`src/rtl/trackball_quad_emu.sv`:
```
// trackball_quad_emu
//   Converts hps_io PS/2 mouse packets into per-axis trackball signals.
//   Each axis holds a signed, saturating motion accumulator. The accumulator
//   drains one unit per step opportunity. The prescaler creates one step
//   opportunity every STEP_DIV cycles. Each step advances a 2-bit phase and a
//   wrapping position counter.
//
// Ports
//   clk_sys    in   system clock
//   reset      in   synchronous, active-high
//   en         in   0 = ignore packets and freeze stepping (state held)
//   ps2_mouse  in   [24] toggle, [15:8]/[4] dX, [23:16]/[5] dY
//   quad_x/y   out  OUT_MODE 0: {dir, clk}; OUT_MODE 1: 2-bit Gray quadrature
//   pos_x/y    out  wrapping position counters
//   busy       out  either accumulator nonzero
module trackball_quad_emu #(
  parameter int ACC_W    = 12,
  parameter int STEP_DIV = 64,
  parameter int SHIFT    = 0,
  parameter int POS_W    = 4,
  parameter int OUT_MODE = 0,
  parameter int INV_X    = 0,
  parameter int INV_Y    = 0
) (
  input  logic             clk_sys,
  input  logic             reset,
  input  logic             en,
  input  logic [24:0]      ps2_mouse,
  output logic [1:0]       quad_x,
  output logic [1:0]       quad_y,
  output logic [POS_W-1:0] pos_x,
  output logic [POS_W-1:0] pos_y,
  output logic             busy
);

  localparam int CNT_W = (STEP_DIV > 1) ? $clog2(STEP_DIV) : 1;
  localparam logic [CNT_W-1:0] CNT_LAST = CNT_W'(STEP_DIV - 1);
  localparam logic signed [ACC_W:0] ACC_MAX = {2'b00, {(ACC_W-1){1'b1}}};
  localparam logic signed [ACC_W:0] ACC_MIN = {2'b11, {(ACC_W-1){1'b0}}};
  localparam logic signed [ACC_W:0] ONE     = (ACC_W+1)'(1);

  typedef struct packed {
    logic signed [ACC_W-1:0] acc;
    logic [1:0]              phase;
    logic [POS_W-1:0]        pos;
    logic                    dir;
  } axis_t;

  logic                    tog_q;
  logic [CNT_W-1:0]        cnt;
  logic                    tick;
  logic                    pkt;
  logic signed [ACC_W-1:0] delta_x;
  logic signed [ACC_W-1:0] delta_y;
  axis_t                   ax_x;
  axis_t                   ax_y;
  axis_t                   nx_x;
  axis_t                   nx_y;
  logic                    unused_bits;

  assign unused_bits = ^{ps2_mouse[7:6], ps2_mouse[3:0]};

  // 9-bit two's complement delta -> ACC_W, scaled, optionally negated.
  function automatic logic signed [ACC_W-1:0] form_delta(input logic [8:0] raw,
                                                         input logic       inv);
    logic signed [ACC_W-1:0] d;
    d = {{(ACC_W-9){raw[8]}}, raw};
    d = d << SHIFT;
    if (inv) d = -d;
    return d;
  endfunction

  function automatic logic signed [ACC_W-1:0] sat(input logic signed [ACC_W:0] v);
    logic signed [ACC_W-1:0] r;
    if (v > ACC_MAX)      r = ACC_MAX[ACC_W-1:0];
    else if (v < ACC_MIN) r = ACC_MIN[ACC_W-1:0];
    else                  r = v[ACC_W-1:0];
    return r;
  endfunction

  // Packet add and step drain are folded into one update at ACC_W+1 bits, so
  // a packet landing on a tick is never lost and only the final sum saturates.
  function automatic axis_t axis_step(input axis_t                   cur,
                                      input logic signed [ACC_W-1:0] d,
                                      input logic                    take,
                                      input logic                    tick_i);
    axis_t                 nx;
    logic signed [ACC_W:0] sum;
    logic                  stp;
    logic                  neg;
    nx  = cur;
    neg = cur.acc[ACC_W-1];
    stp = tick_i && (cur.acc != '0);
    sum = {cur.acc[ACC_W-1], cur.acc};
    if (take) sum = sum + {d[ACC_W-1], d};
    if (stp) begin
      sum      = neg ? sum + ONE : sum - ONE;
      nx.phase = neg ? cur.phase - 2'd1 : cur.phase + 2'd1;
      nx.pos   = neg ? cur.pos - POS_W'(1) : cur.pos + POS_W'(1);
      nx.dir   = ~neg;
    end
    nx.acc = sat(sum);
    return nx;
  endfunction

  function automatic logic [1:0] encode(input axis_t a);
    logic [1:0] q;
    if (OUT_MODE == 1) q = {a.phase[1], a.phase[1] ^ a.phase[0]};
    else               q = {a.dir, a.phase[0]};
    return q;
  endfunction

  // With en low both pkt and tick are low, so nx_* equals the held state.
  always_comb begin
    pkt     = en && (ps2_mouse[24] != tog_q);
    tick    = en && (cnt == CNT_LAST);
    delta_x = form_delta({ps2_mouse[4], ps2_mouse[15:8]}, INV_X != 0);
    delta_y = form_delta({ps2_mouse[5], ps2_mouse[23:16]}, INV_Y != 0);
    nx_x    = axis_step(ax_x, delta_x, pkt, tick);
    nx_y    = axis_step(ax_y, delta_y, pkt, tick);
  end

  // tog_q tracks the toggle in every cycle, reset included, so neither reset
  // nor a disabled period leaves a stale edge to be seen as a packet later.
  always_ff @(posedge clk_sys) begin
    tog_q <= ps2_mouse[24];
  end

  always_ff @(posedge clk_sys) begin
    if (reset) begin
      cnt    <= '0;
      ax_x   <= '0;
      ax_y   <= '0;
      quad_x <= '0;
      quad_y <= '0;
      busy   <= 1'b0;
    end else begin
      if (en) cnt <= (cnt == CNT_LAST) ? '0 : cnt + CNT_W'(1);
      ax_x   <= nx_x;
      ax_y   <= nx_y;
      quad_x <= encode(nx_x);
      quad_y <= encode(nx_y);
      busy   <= (nx_x.acc != '0) || (nx_y.acc != '0);
    end
  end

  assign pos_x = ax_x.pos;
  assign pos_y = ax_y.pos;

endmodule

```
`config.mk`:
```
export PLATFORM = sky130hd
export DESIGN_NAME = trackball_quad_emu
export DESIGN_NICKNAME = d
export VERILOG_FILES = /design/src/rtl/trackball_quad_emu.sv
export SDC_FILE = /design/constraint.sdc
export NUM_CORES = 1
export LEC_CHECK = 0
export ABC_AREA = 1
export BUFFER_PORTS_ARGS = -buffer_cell sky130_fd_sc_hd__buf_2
export CAP_MARGIN = 25
export CORE_MARGIN = 2
export CORE_UTILIZATION = 30
export CTS_CLUSTER_DIAMETER = 30
export DETAILED_ROUTE_END_ITERATION = 12
export SKIP_CTS_REPAIR_TIMING = 1
export SLEW_MARGIN = 20
export SYNTH_ARGS = -nofsm -noshare
export SYNTH_HDL_FRONTEND = slang
export SYNTH_SLANG_ARGS = --single-unit
```
`constraint.sdc`:
```
create_clock -name clk_sys -period 6.37 [get_ports clk_sys]
set_input_delay 1.274 -clock clk_sys [delete_from_list [all_inputs] [get_ports clk_sys]]
set_output_delay 1.274 -clock clk_sys [all_outputs]
set_load 0.005 [all_outputs]
```
==> flow_summary.rst <==
.. list-table::
   :header-rows: 1

   * - Metric
     - Value
   * - Status
     - completed
   * - Max Clk Rate
     - roughly 200 MHz
   * - Start-to-end type of the worst setup path
     - in2reg
   * - Launching element type of the critical path
     - input pin
   * - Clock Path Buffers
     - 2
   * - Total congestion overflow after global routing
     - 0
   * - Width of the chip
     - 134 um
   * - Final hold vios
     - 0
   * - Distinct cell type count after synthesis
     - 38
   * - HPWL after DPL
     - 10000 um
   * - Top-level I/O count
     - 41
   * - Unrepaired setup endpoints after global routing
     - no
   * - GR Layer Usage met2
     - 0.224
   * - Maximum fanout along the worst path
     - 11
   * - Placeable core region
     - 16500 sq um
   * - Critical path's largest stage delay
     - 0.39 ns
   * - Number of routed nets with antenna violations
     - 0
   * - Standard-cell row count
     - 47
   * - Layout Skew
     - 0.00268 ns
   * - Clock net sink count
     - 44
   * - Post-synth EDFFs
     - 0
   * - Post-Syn Instances
     - 845
   * - Path class of the lowest-slack min-delay path
     - reg2reg
   * - Most Crowded Layer GR
     - met2
   * - Pin count of the biggest net entering global routing
     - 29
   * - Cell repeated most along the worst path
     - nand2_1
   * - Setup tns final
     - 0 ns
   * - Area used by multi-input combinational logic
     - 3550 sq um
   * - Filler Cell Count
     - 1830
   * - H-tree levels
     - 2
   * - Syn Nets
     - 930
   * - Detailed-route wire length
     - 12400 um
   * - Relative slew slack
     - 0.526
   * - Global Route Usage Sum
     - 0.145
   * - Initial DRT Pass Iterations
     - 4
   * - Cell types with the highest counts after synthesis
     - nand2_1, inv_1, a21oi_1
   * - Total number of vias
     - 4962
   * - Placer congestion estimate
     - ~0.85
   * - Synthesis-to-layout area growth
     - 8.19%
   * - Fraction of final layout cells sized beyond drive strength 1
     - 0.0816
   * - Worst reg-to-reg setup slack
     - 2.14 ns
   * - WL/cell
     - 11.5 um
   * - Largest area contributor in the netlist
     - nand2_1
   * - Max-slew violation count
     - 0
   * - CTS Buf Count
     - 5
   * - Count of input and output buffers
     - 34
   * - Fin crit period
     - between 4 and 5 ns
   * - Flop and latch count out of synthesis
     - 44
   * - Post-layout net count
     - between 900 and 1000
   * - CP arrival
     - 5.05 ns
   * - Predominant post-synthesis flop cell
     - dfxtp_1
   * - Library cell contributing the largest single delay on the critical path
     - fa_1
   * - Sequential standard cell area
     - 881 sq um
   * - Fin crit share
     - 0.768
   * - Final Setup Violations
     - 0
   * - Worst-Margin Slew
     - 0.710 ns
   * - Cell with the most instances after synthesis
     - nand2_1
   * - Total die area
     - 17900 sq um
   * - Insertion delay to the later sink of the worst-skew pair
     - 0.29 ns
   * - Max-cap violation count
     - 0
   * - Area share of the largest cell type after synthesis
     - 0.189
   * - Starting DRC count in detailed routing
     - between 200 and 300
   * - Reg clk slew, reported paths
     - 0.06 ns
   * - DRC violations left
     - 0
   * - Post-Synthesis Mean Instance Area
     - 5.98 sq um
   * - Max rail drop VDD
     - 92.4 uV
   * - Post-synthesis instance area
     - 5050 sq um
   * - Starting Density
     - 0.306
   * - Kind of end point of the critical path
     - flip-flop
   * - Antenna cell count
     - 0
   * - Tot Pwr
     - 1.36 mW
   * - Number of global-route vias before repair
     - 4643
   * - Met3 routing resource usage after global routing
     - 0.0170
   * - Leakage power
     - 2.87 nW
   * - Power Density
     - 248 nW/um^2
   * - Initial antenna violation count
     - 0
   * - Global-route wire length before repair
     - 21600 um
   * - Met1 GRT Util
     - 0.218
   * - Per-cell via count in the routed design
     - ~4.6
   * - Async S/R FF share, synth
     - 0
   * - Critical Path RT
     - around 6.5 ns
   * - Die Y
     - ~130 um
   * - Share of synthesized area occupied by flip-flops and latches
     - 0.174
   * - CTS tree
     - built
   * - Largest cells by area after synthesis
     - nand2_1, dfxtp_1, ha_1, inv_1, a21oi_1
   * - Synth warnings
     - 0
   * - Cell chosen for the clock root
     - clkbuf_16
[power by group]
| part | total (mW) | switching (mW) | internal (mW) |
|---|---|---|---|
| Combinational | 0.772 | 0.484 | 0.287 |
| Clock | 0.260 | 0.106 | 0.155 |
| Sequential | 0.325 | 0.0241 | 0.301 |
| Total | 1.36 | 0.614 | 0.743 |
[stage by stage]
| stage | worst slack, ns | hold WS [ns] | cell area (sq um) | std cells | util |
|---|---|---|---|---|---|
| after global placement | 1.18 | 0.433 | 5320 | 1070 | 0.322 |
| after detailed placement | 1.20 | 0.438 | 5320 | 1070 | 0.322 |
| after global routing | 0.932 | 0.476 | 5470 | 1078 | 0.331 |
| final | 1.48 | 0.449 | 5470 | 1078 | 0.331 |
| after floorplan | 1.99 | 0.424 | 5050 | 845 | - |
| after CTS | 1.49 | 0.450 | 5470 | 1078 | 0.331 |
[layout by cell type (no fill, tap or decap), drive strengths merged]
cell type / Yosys / routed
nand2: 262 / 262
inv: 112 / 112
a21oi: 83 / 83
nand3: 71 / 71
nor2: 58 / 58
o21ai: 58 / 58
ha: 51 / 51
dfxtp: 44 / 44
buf: 24 / 37
xor2: 12 / 12
nand4: 11 / 11
or2: 9 / 9
xnor2: 7 / 7
nand3b: 6 / 6
fa: 6 / 6
clkbuf: 8 / 6
nor3: 5 / 5
o21bai: 3 / 3
clkinv: 1 / 3
o21a: 2 / 2
a211oi: 2 / 2
and2: 2 / 2
nor3b: 2 / 2
nor4: 2 / 2
a31oi: 1 / 1
a22oi: 1 / 1
a21boi: 1 / 1
a21o: 1 / 1
[logic make-up after synthesis]
logic type / after synthesis / synth area share
AND/OR/NAND/NOR: 428 / 0.359
adder cells (fa/ha/maj): 57 / 0.150
buffers and inverters: 145 / 0.124
AO/OA/AOI/OAI: 152 / 0.159
flip-flops: 44 / 0.174
XOR/XNOR: 19 / 0.0329
[worst max-delay path, delay by kind of cell]
kind	cells	cell delay (ns)
adders and majority gates	3	0.88
AOI/OAI and AO/OA	5	0.92
buffers and inverters	4	0.29
and+or+nand+nor	17	1.72
[layer usage]
layer | part of all wire | wire length [um]
met2 | 0.41 | 5080
met3 | 0.040 | 494
met4 | 0.0084 | 104
met5 | 0 | 0
met1 | 0.54 | 6760
[path summary, 6_finish.rpt]
path                                   start   endpoint  cells past startpoint
worst max-delay path            ps2_mouse[8]       busy                     29
worst min-delay path               quad_x[0]  quad_x[0]                      1
worst max register to register       ax_y[7]       busy                     31
worst min register to register     quad_x[0]  quad_x[0]                      1
[state kept, by name, indices dropped and copies added (netlist names)]
signal  flops
busy        1
cnt         6
ax_x       12
quad_x      2
ax_y       12
pos_y       4
pos_x       4
tog_q       1
quad_y      2
[final cells by class]
type                            instances  area share
Inverter                              113      0.0776
Sequential cell                        44       0.161
Clock inverter                          2     0.00183
Timing Repair Buffer                   37      0.0352
Clock buffer                            6      0.0254
Multi-Input combinational cell        656       0.649
Tap cell                              220      0.0503
Note: power is estimated with default switching activity, not from simulation.
